### src/rtl/data_sram_ctrl_pkg.sv
// Shared definitions for the data SRAM sequencer: size codes, FSM states,
// default timeout and the store-side formatting helpers.
package data_sram_ctrl_pkg;

    localparam int unsigned TIMEOUT_CYC_DEF = 255;

    localparam logic [1:0] SZ_BYTE = 2'b00;
    localparam logic [1:0] SZ_HALF = 2'b01;
    localparam logic [1:0] SZ_WORD = 2'b10;

    typedef enum logic [1:0] {
        ST_IDLE = 2'd0,
        ST_REQ  = 2'd1,
        ST_WAIT = 2'd2,
        ST_RESP = 2'd3
    } state_e;

    // Size code 11 behaves exactly like a word access.
    function automatic logic is_misaligned(input logic [1:0] size, input logic [1:0] alo);
        case (size)
            SZ_BYTE: return 1'b0;
            SZ_HALF: return alo[0];
            SZ_WORD: return alo != 2'b00;
            default: return alo != 2'b00;
        endcase
    endfunction

    function automatic logic [3:0] wstrb_of(input logic [1:0] size, input logic [1:0] alo);
        case (size)
            SZ_BYTE: return 4'b0001 << alo;
            SZ_HALF: return alo[1] ? 4'b1100 : 4'b0011;
            default: return 4'b1111;
        endcase
    endfunction

    function automatic logic [31:0] wdata_of(input logic [1:0] size, input logic [31:0] wd);
        case (size)
            SZ_BYTE: return {4{wd[7:0]}};
            SZ_HALF: return {2{wd[15:0]}};
            default: return wd;
        endcase
    endfunction

endpackage

### src/rtl/data_sram_ctrl_if.sv
// Data SRAM request/response bus; the controller is the master side.
interface data_sram_ctrl_if;
    logic        req;
    logic        wr;
    logic [1:0]  size;
    logic [31:0] addr;
    logic [3:0]  wstrb;
    logic [31:0] wdata;
    logic        addr_ok;
    logic        data_ok;
    logic [31:0] rdata;

    modport master (
        output req, wr, size, addr, wstrb, wdata,
        input  addr_ok, data_ok, rdata
    );

    modport slave (
        input  req, wr, size, addr, wstrb, wdata,
        output addr_ok, data_ok, rdata
    );
endinterface

### src/rtl/data_sram_ctrl_mem_ld_ext.sv
// Load lane select and sign/zero extension of a 32-bit SRAM read word.
module mem_ld_ext
    import data_sram_ctrl_pkg::*;
(
    input  logic [31:0] rdata,
    input  logic [1:0]  size,
    input  logic        sign,
    input  logic [1:0]  addr_lo,
    output logic [31:0] result
);
    logic [7:0]  lane_b;
    logic [15:0] lane_h;

    always_comb begin
        case (addr_lo)
            2'd0:    lane_b = rdata[7:0];
            2'd1:    lane_b = rdata[15:8];
            2'd2:    lane_b = rdata[23:16];
            default: lane_b = rdata[31:24];
        endcase
        lane_h = addr_lo[1] ? rdata[31:16] : rdata[15:0];
        case (size)
            SZ_BYTE: result = {{24{sign & lane_b[7]}}, lane_b};
            SZ_HALF: result = {{16{sign & lane_h[15]}}, lane_h};
            default: result = rdata;
        endcase
    end
endmodule

### src/rtl/data_sram_ctrl.sv
// EX/MEM to data SRAM sequencer: issues one load/store, stalls the pipeline
// until the response (or timeout), and returns extended load data.
module data_sram_ctrl
    import data_sram_ctrl_pkg::*;
#(
    parameter int unsigned TIMEOUT_CYC = TIMEOUT_CYC_DEF
) (
    input  logic                   clk,
    input  logic                   rst,
    input  logic                   ex_mem_valid,
    input  logic                   ex_mem_we,
    input  logic [1:0]             ex_mem_size,
    input  logic                   ex_mem_sign,
    input  logic [31:0]            ex_mem_addr,
    input  logic [31:0]            ex_mem_wdata,
    data_sram_ctrl_if.master       data_sram,
    output logic                   stallreq,
    output logic                   ld_valid,
    output logic [31:0]            ld_result,
    output logic                   adel,
    output logic                   ades,
    output logic                   timeout_err
);
    localparam logic [8:0] TO_LIM = 9'(TIMEOUT_CYC);

    state_e      state_q, state_d;
    logic [7:0]  cnt_q, cnt_d;
    logic        we_q, we_d;
    logic [1:0]  size_q, size_d;
    logic        sign_q, sign_d;
    logic [1:0]  alo_q, alo_d;
    logic        err_q, err_d;
    logic [31:0] ld_result_q, ld_result_d;

    logic [31:0] ext_data;
    logic [8:0]  cnt_inc;
    logic        misal, issue, bad, timed_out, req;

    // Input-driven terms are gated by rst so every output drops during reset.
    assign misal     = is_misaligned(ex_mem_size, ex_mem_addr[1:0]);
    assign issue     = rst & (state_q == ST_IDLE) & ex_mem_valid & ~misal;
    assign bad       = rst & (state_q == ST_IDLE) & ex_mem_valid & misal;
    assign cnt_inc   = {1'b0, cnt_q} + 9'd1;
    assign timed_out = cnt_inc >= TO_LIM;

    mem_ld_ext u_ld_ext (
        .rdata   (data_sram.rdata),
        .size    (size_q),
        .sign    (sign_q),
        .addr_lo (alo_q),
        .result  (ext_data)
    );

    always_comb begin
        state_d     = state_q;
        cnt_d       = cnt_q;
        we_d        = we_q;
        size_d      = size_q;
        sign_d      = sign_q;
        alo_d       = alo_q;
        err_d       = err_q;
        ld_result_d = ld_result_q;
        case (state_q)
            ST_IDLE: begin
                if (issue) begin
                    we_d    = ex_mem_we;
                    size_d  = ex_mem_size;
                    sign_d  = ex_mem_sign;
                    alo_d   = ex_mem_addr[1:0];
                    err_d   = 1'b0;
                    cnt_d   = 8'd0;
                    state_d = data_sram.addr_ok ? ST_WAIT : ST_REQ;
                end
            end
            ST_REQ: begin
                cnt_d = cnt_inc[7:0];
                if (data_sram.addr_ok) begin
                    state_d = ST_WAIT;
                end else if (timed_out) begin
                    state_d = ST_RESP;
                    err_d   = 1'b1;
                end
            end
            ST_WAIT: begin
                cnt_d = cnt_inc[7:0];
                if (data_sram.data_ok) begin
                    state_d = ST_RESP;
                    if (!we_q) ld_result_d = ext_data;
                end else if (timed_out) begin
                    state_d = ST_RESP;
                    err_d   = 1'b1;
                end
            end
            default: state_d = ST_IDLE;
        endcase
    end

    always_ff @(posedge clk or negedge rst) begin
        if (!rst) begin
            state_q     <= ST_IDLE;
            cnt_q       <= 8'd0;
            we_q        <= 1'b0;
            size_q      <= 2'b00;
            sign_q      <= 1'b0;
            alo_q       <= 2'b00;
            err_q       <= 1'b0;
            ld_result_q <= 32'd0;
        end else begin
            state_q     <= state_d;
            cnt_q       <= cnt_d;
            we_q        <= we_d;
            size_q      <= size_d;
            sign_q      <= sign_d;
            alo_q       <= alo_d;
            err_q       <= err_d;
            ld_result_q <= ld_result_d;
        end
    end

    // EX/MEM is held while stalled, so request fields come straight from it.
    assign req             = issue | (state_q == ST_REQ);
    assign data_sram.req   = req;
    assign data_sram.wr    = req & ex_mem_we;
    assign data_sram.size  = req ? ex_mem_size : 2'b00;
    assign data_sram.addr  = req ? ex_mem_addr : 32'd0;
    assign data_sram.wstrb = (req & ex_mem_we) ? wstrb_of(ex_mem_size, ex_mem_addr[1:0]) : 4'b0000;
    assign data_sram.wdata = (req & ex_mem_we) ? wdata_of(ex_mem_size, ex_mem_wdata) : 32'd0;

    assign stallreq    = issue | (state_q == ST_REQ) | (state_q == ST_WAIT);
    assign ld_valid    = (state_q == ST_RESP) & ~we_q & ~err_q;
    assign timeout_err = (state_q == ST_RESP) & err_q;
    assign ld_result   = ld_result_q;
    assign adel        = bad & ~ex_mem_we;
    assign ades        = bad & ex_mem_we;

endmodule

### src/flat_wrapper.sv
// flat-port wrapper written by rule: the top's interface ports become plain ports
module data_sram_ctrl_flat import data_sram_ctrl_pkg::*;
#(
    parameter int unsigned TIMEOUT_CYC = TIMEOUT_CYC_DEF
)
  (clk, rst, ex_mem_valid, ex_mem_we, ex_mem_size, ex_mem_sign, ex_mem_addr, ex_mem_wdata, stallreq, ld_valid, ld_result, adel, ades, timeout_err, data_sram_req, data_sram_wr, data_sram_size, data_sram_addr, data_sram_wstrb, data_sram_wdata, data_sram_addr_ok, data_sram_data_ok, data_sram_rdata);
  data_sram_ctrl_if data_sram_i ();
  input  logic clk;
  input  logic rst;
  input  logic ex_mem_valid;
  input  logic ex_mem_we;
  input  logic [1:0] ex_mem_size;
  input  logic ex_mem_sign;
  input  logic [31:0] ex_mem_addr;
  input  logic [31:0] ex_mem_wdata;
  output logic stallreq;
  output logic ld_valid;
  output logic [31:0] ld_result;
  output logic adel;
  output logic ades;
  output logic timeout_err;
  output wire logic [$bits(data_sram_i.req)-1:0] data_sram_req;
  output wire logic [$bits(data_sram_i.wr)-1:0] data_sram_wr;
  output wire logic [$bits(data_sram_i.size)-1:0] data_sram_size;
  output wire logic [$bits(data_sram_i.addr)-1:0] data_sram_addr;
  output wire logic [$bits(data_sram_i.wstrb)-1:0] data_sram_wstrb;
  output wire logic [$bits(data_sram_i.wdata)-1:0] data_sram_wdata;
  input wire logic [$bits(data_sram_i.addr_ok)-1:0] data_sram_addr_ok;
  input wire logic [$bits(data_sram_i.data_ok)-1:0] data_sram_data_ok;
  input wire logic [$bits(data_sram_i.rdata)-1:0] data_sram_rdata;
  assign data_sram_req = data_sram_i.req;
  assign data_sram_wr = data_sram_i.wr;
  assign data_sram_size = data_sram_i.size;
  assign data_sram_addr = data_sram_i.addr;
  assign data_sram_wstrb = data_sram_i.wstrb;
  assign data_sram_wdata = data_sram_i.wdata;
  assign data_sram_i.addr_ok = data_sram_addr_ok;
  assign data_sram_i.data_ok = data_sram_data_ok;
  assign data_sram_i.rdata = data_sram_rdata;
  data_sram_ctrl #(.TIMEOUT_CYC(TIMEOUT_CYC)) u_core (.clk(clk), .rst(rst), .ex_mem_valid(ex_mem_valid), .ex_mem_we(ex_mem_we), .ex_mem_size(ex_mem_size), .ex_mem_sign(ex_mem_sign), .ex_mem_addr(ex_mem_addr), .ex_mem_wdata(ex_mem_wdata), .data_sram(data_sram_i), .stallreq(stallreq), .ld_valid(ld_valid), .ld_result(ld_result), .adel(adel), .ades(ades), .timeout_err(timeout_err));
endmodule
### config.mk
export PLATFORM = sky130hd
export DESIGN_NAME = data_sram_ctrl_flat
export DESIGN_NICKNAME = d
export VERILOG_FILES = /design/src/rtl/data_sram_ctrl_pkg.sv /design/src/rtl/data_sram_ctrl_if.sv /design/src/rtl/data_sram_ctrl_mem_ld_ext.sv /design/src/rtl/data_sram_ctrl.sv /design/src/flat_wrapper.sv
export SDC_FILE = /design/constraint.sdc
export NUM_CORES = 1
export LEC_CHECK = 0
export CORE_UTILIZATION = 35
export CTS_BUF_LIST = sky130_fd_sc_hd__clkbuf_2
export CTS_CLUSTER_DIAMETER = 200
export DETAILED_ROUTE_END_ITERATION = 16
export PLACE_DENSITY_LB_ADDON = 0.05
export SLEW_MARGIN = 20
export SYNTH_ARGS = -nofsm -noshare
export SYNTH_HDL_FRONTEND = slang
export SYNTH_SLANG_ARGS = --single-unit
export TNS_END_PERCENT = 20
### constraint.sdc
create_clock -name clk -period 4.7 [get_ports clk]
set_input_delay 1.175 -clock clk [delete_from_list [all_inputs] [get_ports clk]]
set_output_delay 1.175 -clock clk [all_outputs]
set_load 0.005 [all_outputs]
==> metrics <==
met1 Use GR 28.82%; Max Cap Viol 0; Setup WS post-layout 246.8 ps; Leakage Power approximately 2.4 nW; final wirelength 12780 um; EDFF count, synth 0; HPWL Detailed ~10000 um; status complete, no violations; Post-route DRC 0; Synth Flop Type dfrtp_1; core area around 0.0094 sq mm; Critical Setup Path Class primary input to output pin; post-synth cell types between 50 and 60; share of layout cells above drive strength 1 approximately 5.6%; Slew @ Worst Pin approximately 1000 ps; Rel. slew slack a little over a third; DP Worst Slack roughly 250 ps; Final Max Slew Viols 0; first-pass GRT wire length 19360 um; WL per Instance ~17 um; critical path's top delay family buffers and inverters; vias ~4000; Total GRT Usage around 24%; Antenna Cells 0; gpl congestion around 0.9; setup TNS 0 ps; CP cell instances clkdlybuf4s50_1 -> nand3_1 -> o21bai_4 -> nor2b_4 -> inv_4 -> nand2_4 -> a21oi_1 -> clkdlybuf4s50_1; final net count about 750; Worst Path Required roughly 3500 ps; num rows 35; Sink Count 49; Area Growth Syn to Fin 65.42%; fmax roughly 220 MHz; number of buffers created by CTS 5; CP bufs+invs 3; RSZ-0062 raised after global routing false; top-area cell type share of the netlist area a little over a third; Clock Skews just under 50 ps; M2 GR Usage a little over two fifths; Crit Path Max Fanout 29; clock-pin slew on the worst setup and hold paths 270 ps; starting density of the core approximately 37%; CTS Hold Bufs 0; Worst VDD drop approximately 160 uV; clock latency on the worst-skew pair about 450 ps; post-CTS sizing 0; Worst EP arrival about 3300 ps; CP max-delay cell clkdlybuf4s50_1; Finish-stage setup viols 0; Setup Fix Bufs, Post-CTS 0; htree depth 2; gr busiest metal met2; min cycle time layout ~4500 ps; IO buf count about 210; initial antenna violation count 0; synth top area cells dfrtp_1, nand2_1, a21oi_1; vias in the first global route between 3000 and 4000; vias per cell a little over 5; hold crit path type flop to flop; sequential-to-total area share from yosys stat between 30% and 40%; CTS tree done; M3 GR Usage 5.659%; largest net degree at the start of global routing 52; drt pass-1 iters 7; FF+latch count, synth between 40 and 50; CP startpoint kind primary input; Cell Area, Synth between 0.003 and 0.004 sq mm; io pins 214; hold_ws approximately 520 ps; DIE HEIGHT approximately 100 um; most frequent cell on the critical path clkdlybuf4s50_1; Avg Cell Area, Syn slightly below 8 sq um; Clock Tree Root clkbuf_2; clock buffer depth 2; fraction of registers with async set/reset 100.0%; Antenna Nets Post-Route 0; Iter 0 DRT Violations roughly 170; final period utilization a little over nine tenths; Synth area leader dfrtp_1; die width ~100 um; Cell Pwr Density between 300 and 400 mW/mm^2; GRT overflow 0; Syn Nets 552; largest stage delay on the critical path roughly 540 ps; Syn. warnings 0; die area roughly 0.010 sq mm; Final Hold Viols 0; CP endpoint kind output pin; cell count after synthesis 440; fill count 849
-- final cells by class --
cell class | count | area [sq um] | share of cell area, %
clock inverter | 3 | 28.78 | 0.5014
sequential | 49 | 1226 | 21.36
timing repair buffer | 222 | 2195 | 38.24
tap | 129 | 161.4 | 2.812
multi-input combinational | 355 | 2067 | 36.01
clock buffer | 5 | 25.02 | 0.4360
inverter | 9 | 36.28 | 0.6322
-- logic make-up after synthesis --
kind of cell	after synthesis	synth area share, %
flip-flops	49	35.34
multiplexers	25	7.789
adder cells (fa/ha/maj)	7	2.524
XOR/XNOR	2	0.5050
buffers and inverters	36	5.084
AND/OR/NAND/NOR	212	29.21
AO/OA/AOI/OAI	109	19.55
-- where the power goes --
| group | total [W] | internal (W) | leakage [nW] | switching (W) |
|---|---|---|---|---|
| clock | 0.000201 | 0.0000443 | 0.0355 | 0.000157 |
| sequential | 0.000761 | 0.000582 | 0.626 | 0.000179 |
| combinational | 0.00132 | 0.000748 | 1.76 | 0.000574 |
-- cells in the mapped netlist, types with 2 or more instances --
cell type,number
a31oi_1,11
nor2b_1,3
nor2_1,60
clkbuf_1,12
or2_2,2
nand2_1,66
buf_2,7
a21o_1,2
ha_1,7
a211oi_1,3
a22o_1,2
nand3_1,6
nand2b_1,7
a21oi_1,48
nor3_1,12
a41oi_1,2
mux2i_1,18
mux2_2,6
and3_1,11
a22oi_1,7
a21oi_2,2
o21ai_0,13
and2_1,34
nor4_1,3
inv_1,8
buf_6,3
dfrtp_1,49
o22ai_1,8
clkbuf_2,3
o21a_1,2
-- tightest hold or removal path, delay by kind of cell, from the launching register on --
family / cells / cell delay [ps]
AO/OA/AOI/OAI: 1 / 60
flip-flops: 1 / 410
AND/OR/NAND/NOR: 1 / 40
-- per-layer routing --
| metal | share of wire [%] | routed length [um] |
|---|---|---|
| met4 | 3.0 | 384 |
| met2 | 50 | 6425 |
| met5 | 0 | 0 |
| met3 | 7.5 | 953 |
| met1 | 39 | 5020 |
-- metrics by stage --
step | total power [W] | std cells | utilization, % | area [sq um]
final | 0.002285 | 772 | 60.96 | 5739
after global routing | 0.002472 | 772 | 60.96 | 5739
after CTS | 0.002305 | 772 | 60.96 | 5739
after detailed placement | 0.002096 | 764 | 60.39 | 5685
after global placement | 0.002077 | 764 | 60.39 | 5685
after floorplan | 0.001385 | 440 | - | 3470
-- path summary, 6_finish.rpt --
| path | cells past startpoint | endpoint | from | slack [ps] |
|---|---|---|---|---|
| min in group asynchronous | 2 | u_core.ld_result[21]$_DFFE_PN0P_ | rst | 870 |
| worst min-delay path | 2 | u_core.ld_result[4]$_DFFE_PN0P_ | u_core.ld_result[4]$_DFFE_PN0P_ | 520 |
| max in group asynchronous | 2 | u_core.ld_result[9]$_DFFE_PN0P_ | rst | 3350 |
| worst max register to register | 8 | u_core.ld_result[15]$_DFFE_PN0P_ | u_core.state_q[0]$_DFFE_PN0N_ | 2440 |
| worst min register to register | 2 | u_core.ld_result[4]$_DFFE_PN0P_ | u_core.ld_result[4]$_DFFE_PN0P_ | 520 |
| worst max-delay path | 8 | data_sram_wdata[9] | ex_mem_valid | 250 |
-- cell usage in the layout, fill, tap and decap left out, types with 8 or more instances in the layout --
master and n:
inv_1 8, nor3_1 12, clkdlybuf4s50_1 212, mux2i_1 18
dfrtp_1 49, nor2_1 60, o21ai_0 13, a31oi_1 11
o22ai_1 8, nand2_1 66, and3_1 11, a21oi_1 48
buf_4 9, and2_1 34
-- flip-flops by register name (all words and copies together), names as in the netlist --
name	cells
u_core.alo_q	2
u_core.cnt_q	8
u_core.ld_result	32
u_core.state_q	2
u_core.err_q	1
u_core.sign_q	1
u_core.we_q	1
u_core.size_q	2
No activity file was read; power rests on OpenSTA's default activity.
